File: src/rtl/usb_pkg.sv
// Shared definitions for the USB token receiver: PID codes, FSM states,
// error codes and the CRC5 residual expected after a clean token.
package usb_pkg;

  localparam logic [3:0] PID_OUT   = 4'b0001;
  localparam logic [3:0] PID_IN    = 4'b1001;
  localparam logic [3:0] PID_SETUP = 4'b1101;
  localparam logic [3:0] PID_SOF   = 4'b0101;

  localparam logic [4:0] CRC5_RESIDUAL = 5'b01100;

  typedef enum logic [2:0] {
    ST_IDLE    = 3'd0,
    ST_DATA1   = 3'd1,
    ST_DATA2   = 3'd2,
    ST_EOPW    = 3'd3,
    ST_CHECK   = 3'd4,
    ST_DISCARD = 3'd5
  } state_t;

  typedef enum logic [1:0] {
    ERR_PID  = 2'd0,
    ERR_CRC  = 2'd1,
    ERR_LEN  = 2'd2,
    ERR_LINE = 2'd3
  } err_code_t;

endpackage

File: src/rtl/usb_token_rx.sv
// USB token packet receiver: PID check, address/endpoint capture, CRC5 residual check.
// Define USB_TOKEN_SOF_EN to accept SOF tokens; otherwise SOF is a PID error.
module usb_token_rx
  import usb_pkg::*;
(
  input  logic       clk,
  input  logic       rst,
  input  logic [7:0] rx_data,
  input  logic       rx_valid,
  input  logic       rx_eop,
  input  logic       rx_err,
  output logic [7:0] crc_data,
  output logic       crc_en,
  output logic       crc_clr,
  input  logic [4:0] crc_in,
  output logic       tok_valid,
  output logic [3:0] tok_pid,
  output logic [6:0] tok_addr,
  output logic [3:0] tok_endp,
  output logic       tok_err,
  output logic [1:0] err_code
);

  state_t    r_state;
  err_code_t r_pend;
  logic      w_sof_ok;
  logic      w_pid_ok;
  logic      w_data_st;

`ifdef USB_TOKEN_SOF_EN
  assign w_sof_ok = 1'b1;
`else
  assign w_sof_ok = 1'b0;
`endif

  assign w_pid_ok = (rx_data[7:4] == ~rx_data[3:0]) &&
                    ((rx_data[3:0] == PID_OUT) || (rx_data[3:0] == PID_IN) ||
                     (rx_data[3:0] == PID_SETUP) ||
                     ((rx_data[3:0] == PID_SOF) && w_sof_ok));

  assign w_data_st = (r_state == ST_DATA1) || (r_state == ST_DATA2);

  // CRC stage controls act in the byte's own cycle so the registered crc_in
  // already covers both data bytes by the time rx_eop arrives.
  assign crc_en   = !rst && rx_valid && !rx_err && w_data_st;
  assign crc_data = crc_en ? rx_data : 8'h00;
  assign crc_clr  = !rst && rx_valid && (r_state == ST_IDLE) && w_pid_ok;

  always_ff @(posedge clk or posedge rst) begin
    if (rst) begin
      r_state   <= ST_IDLE;
      r_pend    <= ERR_PID;
      tok_valid <= 1'b0;
      tok_err   <= 1'b0;
      err_code  <= 2'd0;
      tok_pid   <= 4'd0;
      tok_addr  <= 7'd0;
      tok_endp  <= 4'd0;
    end else begin
      tok_valid <= 1'b0;
      tok_err   <= 1'b0;
      if ((r_state != ST_IDLE) && rx_err) begin
        r_state <= ST_DISCARD;
        r_pend  <= ERR_LINE;
      end else begin
        case (r_state)
          ST_IDLE: begin
            if (rx_valid) begin
              if (w_pid_ok) begin
                tok_pid <= rx_data[3:0];
                r_state <= ST_DATA1;
              end else begin
                r_pend  <= ERR_PID;
                r_state <= ST_DISCARD;
              end
            end
          end
          ST_DATA1: begin
            if (rx_eop) begin
              tok_err  <= 1'b1;
              err_code <= ERR_LEN;
              r_state  <= ST_IDLE;
            end else if (rx_valid) begin
              tok_addr    <= rx_data[6:0];
              tok_endp[0] <= rx_data[7];
              r_state     <= ST_DATA2;
            end
          end
          ST_DATA2: begin
            if (rx_eop) begin
              tok_err  <= 1'b1;
              err_code <= ERR_LEN;
              r_state  <= ST_IDLE;
            end else if (rx_valid) begin
              tok_endp[3:1] <= rx_data[2:0];
              r_state       <= ST_EOPW;
            end
          end
          ST_EOPW: begin
            // The residual verdict is registered on entry to CHECK so the
            // result pulse is visible during the CHECK cycle itself.
            if (rx_eop) begin
              r_state <= ST_CHECK;
              if (crc_in == CRC5_RESIDUAL) begin
                tok_valid <= 1'b1;
              end else begin
                tok_err  <= 1'b1;
                err_code <= ERR_CRC;
              end
            end else if (rx_valid) begin
              r_pend  <= ERR_LEN;
              r_state <= ST_DISCARD;
            end
          end
          ST_CHECK: r_state <= ST_IDLE;
          ST_DISCARD: begin
            if (rx_eop) begin
              tok_err  <= 1'b1;
              err_code <= r_pend;
              r_state  <= ST_IDLE;
            end
          end
          default: r_state <= ST_IDLE;
        endcase
      end
    end
  end

endmodule

File: config.mk
export PLATFORM = sky130hd
export DESIGN_NAME = usb_token_rx
export DESIGN_NICKNAME = d
export VERILOG_FILES = /design/src/rtl/usb_pkg.sv /design/src/rtl/usb_token_rx.sv
export SDC_FILE = /design/constraint.sdc
export NUM_CORES = 1
export LEC_CHECK = 0
export BUFFER_PORTS_ARGS = -buffer_cell sky130_fd_sc_hd__buf_2
export CAP_MARGIN = 20
export CORE_ASPECT_RATIO = 0.6
export CORE_UTILIZATION = 30
export CTS_CLUSTER_DIAMETER = 80
export CTS_CLUSTER_SIZE = 40
export DETAILED_ROUTE_END_ITERATION = 12
export GPL_ROUTABILITY_DRIVEN = 0
export PLACE_DENSITY = 0.58
export SYNTH_ARGS = -nofsm -noshare
export SYNTH_HDL_FRONTEND = slang
export SYNTH_SLANG_ARGS = --single-unit
File: constraint.sdc
create_clock -name clk -period 1.7 [get_ports clk]
set_clock_uncertainty 0.1 [all_clocks]
set_input_delay 0.085 -clock clk [delete_from_list [all_inputs] [get_ports clk]]
set_output_delay 0.085 -clock clk [all_outputs]
set_load 0.02 [all_outputs]
==> metrics, run 1 <==
Final min period 1.72 ns; Total GRT Usage 0.155; buffer and inverter count on the worst path 2; Max Root-Sink Buffers 2; DRC viols 0; die area roughly 0.0044 mm2; DRT iter0 DRCs 38; Mean Syn Cell Area 10.8 um2; Post-synth EDFFs 0; cell taking the most area after synthesis dfrtp_1; delay of the slowest critical-path stage between 0.4 and 0.5 ns; Required @ worst endpoint approximately 1.5 ns; endpoints failing hold 0; clock network latency to the later pin of the worst-skew pair 0.27 ns; synth unique cells 37; CP delay by family, top flip-flops; most used cell, CP buf_4; setup TNS -0.0452 ns; cells after synthesis between 100 and 150; Layout area overhead 41.6%; H-tree depth 1; clk sinks 24; vias after detailed routing 1,114; Startpoint Class flip-flop; final wirelength roughly 3.2 mm; Yosys reg bits 24; layout cells sized above 1 0.506; critical path peak fanout 5; initial antenna violation count 0; grt ovf 0; Top Ports 47; Max-slew headroom 0.693; Async SR Flop Fraction 1.00; status complete, but fails checks; Die Wd roughly 85 um; Synth top area share 0.480; Leak Pwr 0.886 nW; post-synth net total 134; maximum vdd drop 597 uV; n_diodes 0; root buf cell clkbuf_8; Slew @ Worst Pin 0.458 ns; TritonCTS buffer count 3; register area share after synthesis 0.480; CP endpoint kind output port; final cell count without fillers 227; DIE HEIGHT 52.1 um; Layout Nets 199; FMAX 582 MHz; Placed Instances 211; Max Slew Vio Count 0; Initial Utilization 0.327; CP Class reg -> out; first drt pass iteration count 4; main area contributors after synthesis dfrtp_1 48%, mux2_2 9.9%, and2_1 4.5%; Cell Area, Synth 0.00125 mm2; unrepaired setup endpoints after global routing yes; Routed Antenna Nets 0; largest net degree at the start of global routing 25; crit-path cells xnor2_2 > nor4_4 > buf_4 > and2_1 > buf_4; Reg clk slew, reported paths 0.08 ns; Tightest Hold Check Type in -> reg; Placeable Area 0.00383 mm2; Vias/cell 4.91; CTS tree built; routed length per instance 14.2 um; YS warnings 0; endpoints failing setup 5; I/O Buffers 46; Post-DP HPWL 2.35 mm; failing checks setup timing; fin crit share 1.01; power per cell area 1290 mW/mm2; maxcap violations 0; first-pass GRT wire length 5.19 mm; cell row count 17; dominant synthesized flop cell dfrtp_1; crit path max-delay cell type dfrtp_2; vias in the first global route 1,059; Worst Slack Setup Final -0.0195 ns; WP data arrival ~1.5 ns
==> repair_timing <==
action                     4_1_cts  5_1_grt
hold endpoints to repair        33        0
hold buffers                     8        0
pin swaps                        1        0
buffers inserted                 3        1
setup endpoints to repair        9       11
resized for setup                5        8
==> synth_stat cells, types with 2 or more instances <==
cell type	number
a21oi_1	4
and2_1	9
and4bb_2	3
buf_2	2
clkbuf_1	2
dfrtp_1	24
inv_1	7
mux2_2	11
mux2i_1	2
nand2_1	7
nor2_1	5
nor2b_1	2
nor3_1	2
nor3_2	2
nor3b_1	2
nor4_1	2
o21ai_0	8
or2_2	2
xnor2_1	2
==> stage by stage <==
step,cell area [um2],power [mW],util,hold slack [ns],worst slack [ns]
global route,1770,2.43,0.463,0.00493,-0.125
floorplan,1260,1.49,-,-0.133,0.0314
finish,1770,2.28,0.463,0.00290,-0.0195
CTS,1740,2.29,0.456,0.00000933,0.0110
global placement,1570,1.80,0.411,0.106,0.0862
detailed placement,1570,1.82,0.411,0.121,0.0694
==> area by class of cell <==
cell class / count / area (um2)
Timing Repair Buffer: 65 / 413
Sequential cell: 24 / 604
Multi-Input combinational cell: 80 / 612
Fill cell: 366 / 2060
Tap cell: 47 / 58.8
Inverter: 7 / 30.0
Clock buffer: 4 / 55.1
==> final timing paths <==
path,startpoint,end,slack (ns),cells past startpoint
min in group asynchronous,rst,r_state[2]$_DFFE_PP0P_,0.35,4
min reg2reg,tok_endp[3]$_DFFE_PP0P_,tok_endp[3]$_DFFE_PP0P_,0.40,2
max reg2reg,r_state[0]$_DFFE_PP0P_,err_code[1]$_DFFE_PP0P_,0.05,5
min,rx_data[7],tok_endp[0]$_DFFE_PP0P_,0.003,2
max in group asynchronous,rst,r_state[0]$_DFFE_PP0P_,0.89,4
max,r_state[1]$_DFFE_PP0P_,crc_data[6],-0.02,5
==> logic make-up after synthesis <==
| logic type | after synthesis | share of synthesized area |
|---|---|---|
| compound gates | 19 | 0.0909 |
| xor+xnor | 3 | 0.0210 |
| buf+inv | 12 | 0.0410 |
| flops | 24 | 0.480 |
| mux | 15 | 0.136 |
| simple gates | 43 | 0.232 |
==> layer usage <==
layer,routed length [um],global-route usage,vias to the layer above,share of wire
met2,1390,0.244,45,0.43
met1,1550,0.205,536,0.48
met4,10,0.0333,0,0.0031
met3,272,0.0571,3,0.085
li1,-,-,530,-
met5,0,0,-,0
==> power by group <==
part           total [mW]  internal [mW]  switching, mW
Clock               0.390          0.207          0.183
Sequential          0.878          0.752          0.127
Combinational        1.01          0.454          0.556
Total                2.28           1.41          0.865
==> layout by cell type (no fill, tap or decap), drive strengths merged, types with 2 or more instances in the layout <==
| cell type | count |
|---|---|
| or2 | 2 |
| nor2b | 2 |
| inv | 6 |
| mux2 | 13 |
| dlygate4sd3 | 8 |
| mux2i | 2 |
| and4bb | 3 |
| and2 | 9 |
| a21oi | 4 |
| nand2 | 8 |
| nor3b | 2 |
| nor3 | 4 |
| xnor2 | 2 |
| buf | 57 |
| nor2 | 6 |
| dfrtp | 24 |
| nor4 | 3 |
| o21ai | 9 |
| clkbuf | 4 |
==> flip-flops by register name, summed over array words and instances, names as in the netlist <==
signal,count
tok_addr,7
tok_endp,4
err_code,2
tok_valid,1
tok_pid,4
r_pend,2
r_state,3
tok_err,1
Note: power is estimated with default switching activity, not from simulation.
==> inputs of run 2 (changes only) <==
--- a/config.mk
+++ b/config.mk
@@ -14,6 +14,7 @@
 export DETAILED_ROUTE_END_ITERATION = 12
 export GPL_ROUTABILITY_DRIVEN = 0
 export PLACE_DENSITY = 0.58
+export SKIP_LAST_GASP = 1
 export SYNTH_ARGS = -nofsm -noshare
 export SYNTH_HDL_FRONTEND = slang
 export SYNTH_SLANG_ARGS = --single-unit
==> metrics, run 2 (synthesis results as in run 1) <==
routed length per instance 14.2 um (about the same); clock network latency to the later pin of the worst-skew pair 0.27 ns (about the same); Reg clk slew, reported paths 0.08 ns (about the same); status complete, but fails checks; Max Slew Vio Count 0 (unchanged); die area 0.00445 mm2 (unchanged); routing usage on met2 0.244 (unchanged); maxcap violations 0 (unchanged); failing checks setup timing; largest net degree at the start of global routing 25 (unchanged); GR Layer Usage met3 0.0571 (unchanged); vias after detailed routing 1,114 (unchanged); Initial Utilization 0.327 (unchanged); Vias/cell 4.91 (unchanged); Required @ worst endpoint 1.51 ns (about the same); first drt pass iteration count 4 (unchanged); setup TNS -0.0609 ns (-0.0157 ns); Slew @ Worst Pin 0.458 ns (unchanged); DRT iter0 DRCs 39 (+2.6%); endpoints failing setup 5 (unchanged); most used cell, CP buf_4; WP data arrival 1.53 ns (about the same); Core Util, Final 0.462 (-0.000654); crit-path cells xnor2_2 > nor4_4 > buf_4 > and2_1 > buf_4; Die Wd 85.4 um (unchanged); critical path peak fanout 5 (unchanged); Max-slew headroom 0.693 (unchanged); Placeable Area 0.00383 mm2 (unchanged); first-pass GRT wire length 5.19 mm (unchanged); DIE HEIGHT 52.1 um (unchanged); area post-placement 0.00157 mm2 (unchanged); Leak Pwr 0.886 nW (about the same); cell row count 17 (unchanged); R2R Setup Slk 0.05 ns (about the same); CP endpoint kind output port; endpoints failing hold 0 (unchanged); buffer and inverter count on the worst path 2 (unchanged); DRC viols 0 (unchanged); initial antenna violation count 0 (unchanged); Largest register FFs 7 (unchanged); Max Root-Sink Buffers 2 (unchanged); crit path max-delay cell type dfrtp_2; Final min period 1.72 ns (-0.0000190 ns); H-tree depth 1 (unchanged); fin crit share 1.01 (about the same); number of fillers in the final layout 367 (+0.27%); Tightest Hold Check Type in -> reg; Top Ports 47 (unchanged); Layout Nets 199 (unchanged); TritonCTS buffer count 3 (unchanged); biggest regs tok_addr (7), tok_endp (4), tok_pid (4); CTS tree built; power per cell area 1290 mW/mm2 (+0.11%); Routed Antenna Nets 0 (unchanged); Total GRT Usage 0.155 (unchanged); CP delay by family, top flip-flops; root buf cell clkbuf_8; unrepaired setup endpoints after global routing yes; largest register by flop count tok_addr; FMAX 582 MHz (about the same); met1 GRT Util 0.205 (unchanged); maximum vdd drop 597 uV (about the same); n_diodes 0 (unchanged); Startpoint Class flip-flop; clk sinks 24 (unchanged); I/O Buffers 46 (unchanged); layout cells sized above 1 0.506 (unchanged); fin area 0.00177 mm2 (-0.14%); vias in the first global route 1,059 (unchanged); final wirelength 3.22 mm (about the same); Reg area 604 um2 (unchanged); Worst Slack Setup Final -0.0195 ns (+0.0000190 ns); area of the multi-input gates 612 um2 (unchanged); CP Class reg -> out; Layout area overhead 41.4%; most frequent cells in the layout 39 x buf_2, 21 x dfrtp_1, 18 x buf_4; Post-DP HPWL 2.35 mm (unchanged); grt peak-use layer met2; grt ovf 0 (unchanged); leading cell type in the layout, fill and taps excluded buf_2; delay of the slowest critical-path stage 0.46 ns (about the same)
run 2: cell counts in the layout (fill, tap and decap cells not counted):
Identical to the previous run, type by type.
run 2: final cells by class:
type	instances	area share
Clock buffer	4	0.0311
Inverter	7	0.0170
Timing Repair Buffer	65	0.232
Multi-Input combinational cell	80	0.346
Tap cell	47	0.0332
Sequential cell	24	0.341
run 2: repair_timing:
| item | in CTS | in global routing |
|---|---|---|
| setup endpoints to repair | 9 | 11 |
| setup buffers | 3 | 1 |
| pin swaps | 1 | 0 |
| resized for setup | 5 | 7 |
| hold endpoints to repair | 33 | 0 |
| cloned | 0 | 0 |
| hold buffers | 8 | 0 |
run 2: final timing paths:
check	start	end	cells past startpoint
min reg2reg	tok_endp[3]$_DFFE_PP0P_	tok_endp[3]$_DFFE_PP0P_	2
max reg2reg	r_state[0]$_DFFE_PP0P_	err_code[1]$_DFFE_PP0P_	5
max in group asynchronous	rst	r_state[0]$_DFFE_PP0P_	4
min	rx_data[7]	tok_endp[0]$_DFFE_PP0P_	2
max	r_state[1]$_DFFE_PP0P_	crc_data[6]	5
min in group asynchronous	rst	r_state[2]$_DFFE_PP0P_	4
run 2: worst reg2reg max path, stage by stage (launching register included):
cell	delay, ns
dfrtp_2	0.44
buf_4	0.15
and4bb_2	0.25
a21oi_2	0.06
o21ai_1	0.19
mux2_1	0.35
run 2: metrics by stage:
step | hold slack, ns | cells | power, mW | setup WS [ns]
after CTS | 0.00000933 | 226 | 2.29 | 0.0110
after global placement | 0.106 | 211 | 1.80 | 0.0862
after floorplan | -0.133 | 116 | 1.49 | 0.0314
final | 0.00290 | 227 | 2.28 | -0.0195
after global routing | 0.00493 | 227 | 2.43 | -0.130
after detailed placement | 0.121 | 211 | 1.82 | 0.0694
run 2: routing by layer:
layer  vias to the layer above  wire, um
met5                         -         0
met4                         0        10
met3                         3       272
met2                        45      1390
met1                       536      1550
li1                        530         -
run 2: power by group:
part	switching [mW]	internal [mW]	total, mW
Combinational	0.556	0.454	1.01
Clock	0.183	0.207	0.390
Sequential	0.127	0.752	0.878
==> inputs of run 3 (changes only) <==
==> constraint.sdc (replaced) <==
create_clock -name clk -period 1.8 [get_ports clk]
set_clock_uncertainty 0.1 [all_clocks]
set_input_delay 0.09 -clock clk [delete_from_list [all_inputs] [get_ports clk]]
set_output_delay 0.09 -clock clk [all_outputs]
set_load 0.02 [all_outputs]
==> metrics, run 3 (synthesis results as in run 1) <==
initial antenna violation count 0 (unchanged); die area 0.00445 mm2 (unchanged); WP data arrival 1.58 ns (+0.05 ns); cell row count 17 (unchanged); Routed Antenna Nets 0 (unchanged); first drt pass iteration count 4 (unchanged); Post-DP HPWL 2.23 mm (-5.0%); CP Class reg -> out; Placeable Area 0.00383 mm2 (unchanged); FF-to-FF End r_pend[1]$_DFFE_PP0P_; final cell count without fillers 227 (unchanged); Sw Ratio 0.386 (+0.00592); RR Startpoint r_state[0]$_DFFE_PP0P_; critical path peak fanout 6 (+1); biggest regs tok_addr (7), tok_endp (4), tok_pid (4); vias after detailed routing 1,116 (+0.18%); Flop pwr share 0.385 (about the same); Hold Startpoint rx_data[7]; fin crit share 0.986; n_diodes 0 (unchanged); Comb pwr share 0.443 (about the same); grt ovf 0 (unchanged); final wirelength 3.20 mm (-0.62%); most frequent cells in the layout 41 x buf_2, 21 x dfrtp_1, 12 x buf_4; status completed; clk sinks 24 (unchanged); DRC viols 0 (unchanged); clock network latency to the later pin of the worst-skew pair 0.27 ns (about the same); Startpoint Class flip-flop; Internal Pwr Total 1.34 mW (-5.4%); Max-slew headroom 0.605 (-0.0884); FMAX 563 MHz; maxcap violations 0 (unchanged); Vias/cell 4.92 (+0.18%); vias in the first global route 1,060 (+0.094%); unrepaired setup endpoints after global routing yes; layout cells sized above 1 0.522 (+0.0167); leading cell type in the layout, fill and taps excluded buf_2; Worst Setup SP r_state[0]$_DFFE_PP0P_; Die Wd 85.4 um (unchanged); DIE HEIGHT 52.1 um (unchanged); largest register by flop count tok_addr; Initial Utilization 0.327 (unchanged); Layout area overhead 43.2%; endpoints failing setup 0 (-5); Tightest Hold Check Type in -> reg; H-tree depth 1 (unchanged); Reg2Reg Depth 5 (unchanged); hold_ws 0.0205 ns (+0.0176 ns); CTS tree built; CP endpoint kind output port; Placed Instances 210 (-0.47%); Top Ports 47 (unchanged); Leak Pwr 0.906 nW (+2.3%); Slew @ Worst Pin 0.590 ns (+0.132 ns); first-pass GRT wire length 5.18 mm (-0.13%); I/O Buffers 46 (unchanged); Clk network pwr share 0.172 (about the same); Final min period around 1.8 ns; endpoints failing hold 0 (unchanged); largest net degree at the start of global routing 25 (unchanged); DRT iter0 DRCs 88 (+130%); Max Slew Vio Count 0 (unchanged); Total GRT Usage 0.155 (+0.000353); Required @ worst endpoint 1.61 ns (+0.10 ns); Reg clk slew, reported paths 0.09 ns (about the same); maximum vdd drop 580 uV (-2.8%); Critical Path Sink crc_data[3]; Max Root-Sink Buffers 2 (unchanged); TritonCTS buffer count 3 (unchanged); power per cell area 1210 mW/mm2 (-5.6%); Largest register FFs 7 (unchanged); Net Sw Power 0.840 mW (-3.0%); R2R Setup Slk 0.05 ns (about the same); Layout Nets 199 (unchanged); routed length per instance 14.1 um (-0.62%); root buf cell clkbuf_8
-- run 3: power groups by stage --
stage,combinational [mW],sequential (mW),clock (mW)
finish,0.965,0.837,0.375
global route,1.05,0.863,0.408
CTS,0.900,0.842,0.387
detailed placement,0.872,0.843,0
global placement,0.860,0.840,0
floorplan,0.465,0.944,0
-- run 3: worst min-delay path by stage --
stage / to / slack [ns] / cells after the start
2_1_floorplan: err_code[0]$_DFFE_PP0P_ / 0.01 / 1
3_3_place_gp: r_pend[1]$_DFFE_PP0P_ / 0.10 / 3
3_5_place_dp: err_code[1]$_DFFE_PP0P_ / 0.11 / 3
4_1_cts: tok_endp[0]$_DFFE_PP0P_ / 0.02 / 2
5_1_grt: tok_endp[0]$_DFFE_PP0P_ / 0.02 / 2
6_report: tok_endp[0]$_DFFE_PP0P_ / 0.02 / 2
-- run 3: stage by stage --
stage | TNS [ns] | power [mW] | utilization | worst slack [ns] | area (um2)
after CTS | 0 | 2.13 | 0.450 | 0.0328 | 1720
after floorplan | 0 | 1.41 | - | 0.0777 | 1250
after detailed placement | 0 | 1.71 | 0.408 | 0.0862 | 1560
after global placement | 0 | 1.70 | 0.408 | 0.165 | 1560
final | 0 | 2.18 | 0.468 | 0.0253 | 1790
after global routing | -0.435 | 2.32 | 0.468 | -0.0478 | 1790
-- run 3: repair_timing --
item / CTS / global route
pin swaps: 1 / 0
setup buffers: 1 / 3
endpoints found under the setup margin: 9 / 11
cloned: 0 / 1
gates resized for setup: 2 / 16
endpoints found under the hold margin: 32 / 0
hold buffers: 9 / 0
-- run 3: per-layer routing --
| layer | global-route usage | wire, um |
|---|---|---|
| met5 | 0 | 0 |
| met1 | 0.205 | 1550 |
| met2 | 0.255 | 1430 |
| met3 | 0.0508 | 209 |
| met4 | 0.0250 | 7 |
-- run 3: cell type report --
class | instances | area (um2)
Sequential cell | 24 | 604
Multi-Input combinational cell | 80 | 636
Tap cell | 47 | 58.8
Timing Repair Buffer | 65 | 413
Fill cell | 370 | 2040
Clock buffer | 4 | 55.1
Inverter | 7 | 26.3
-- run 3: critical path, cell delays in order (launching register included) --
cell     delay (ns)
dfrtp_2        0.48
xnor2_2        0.18
nor4_4         0.21
buf_4          0.19
and2_1         0.12
buf_4          0.13
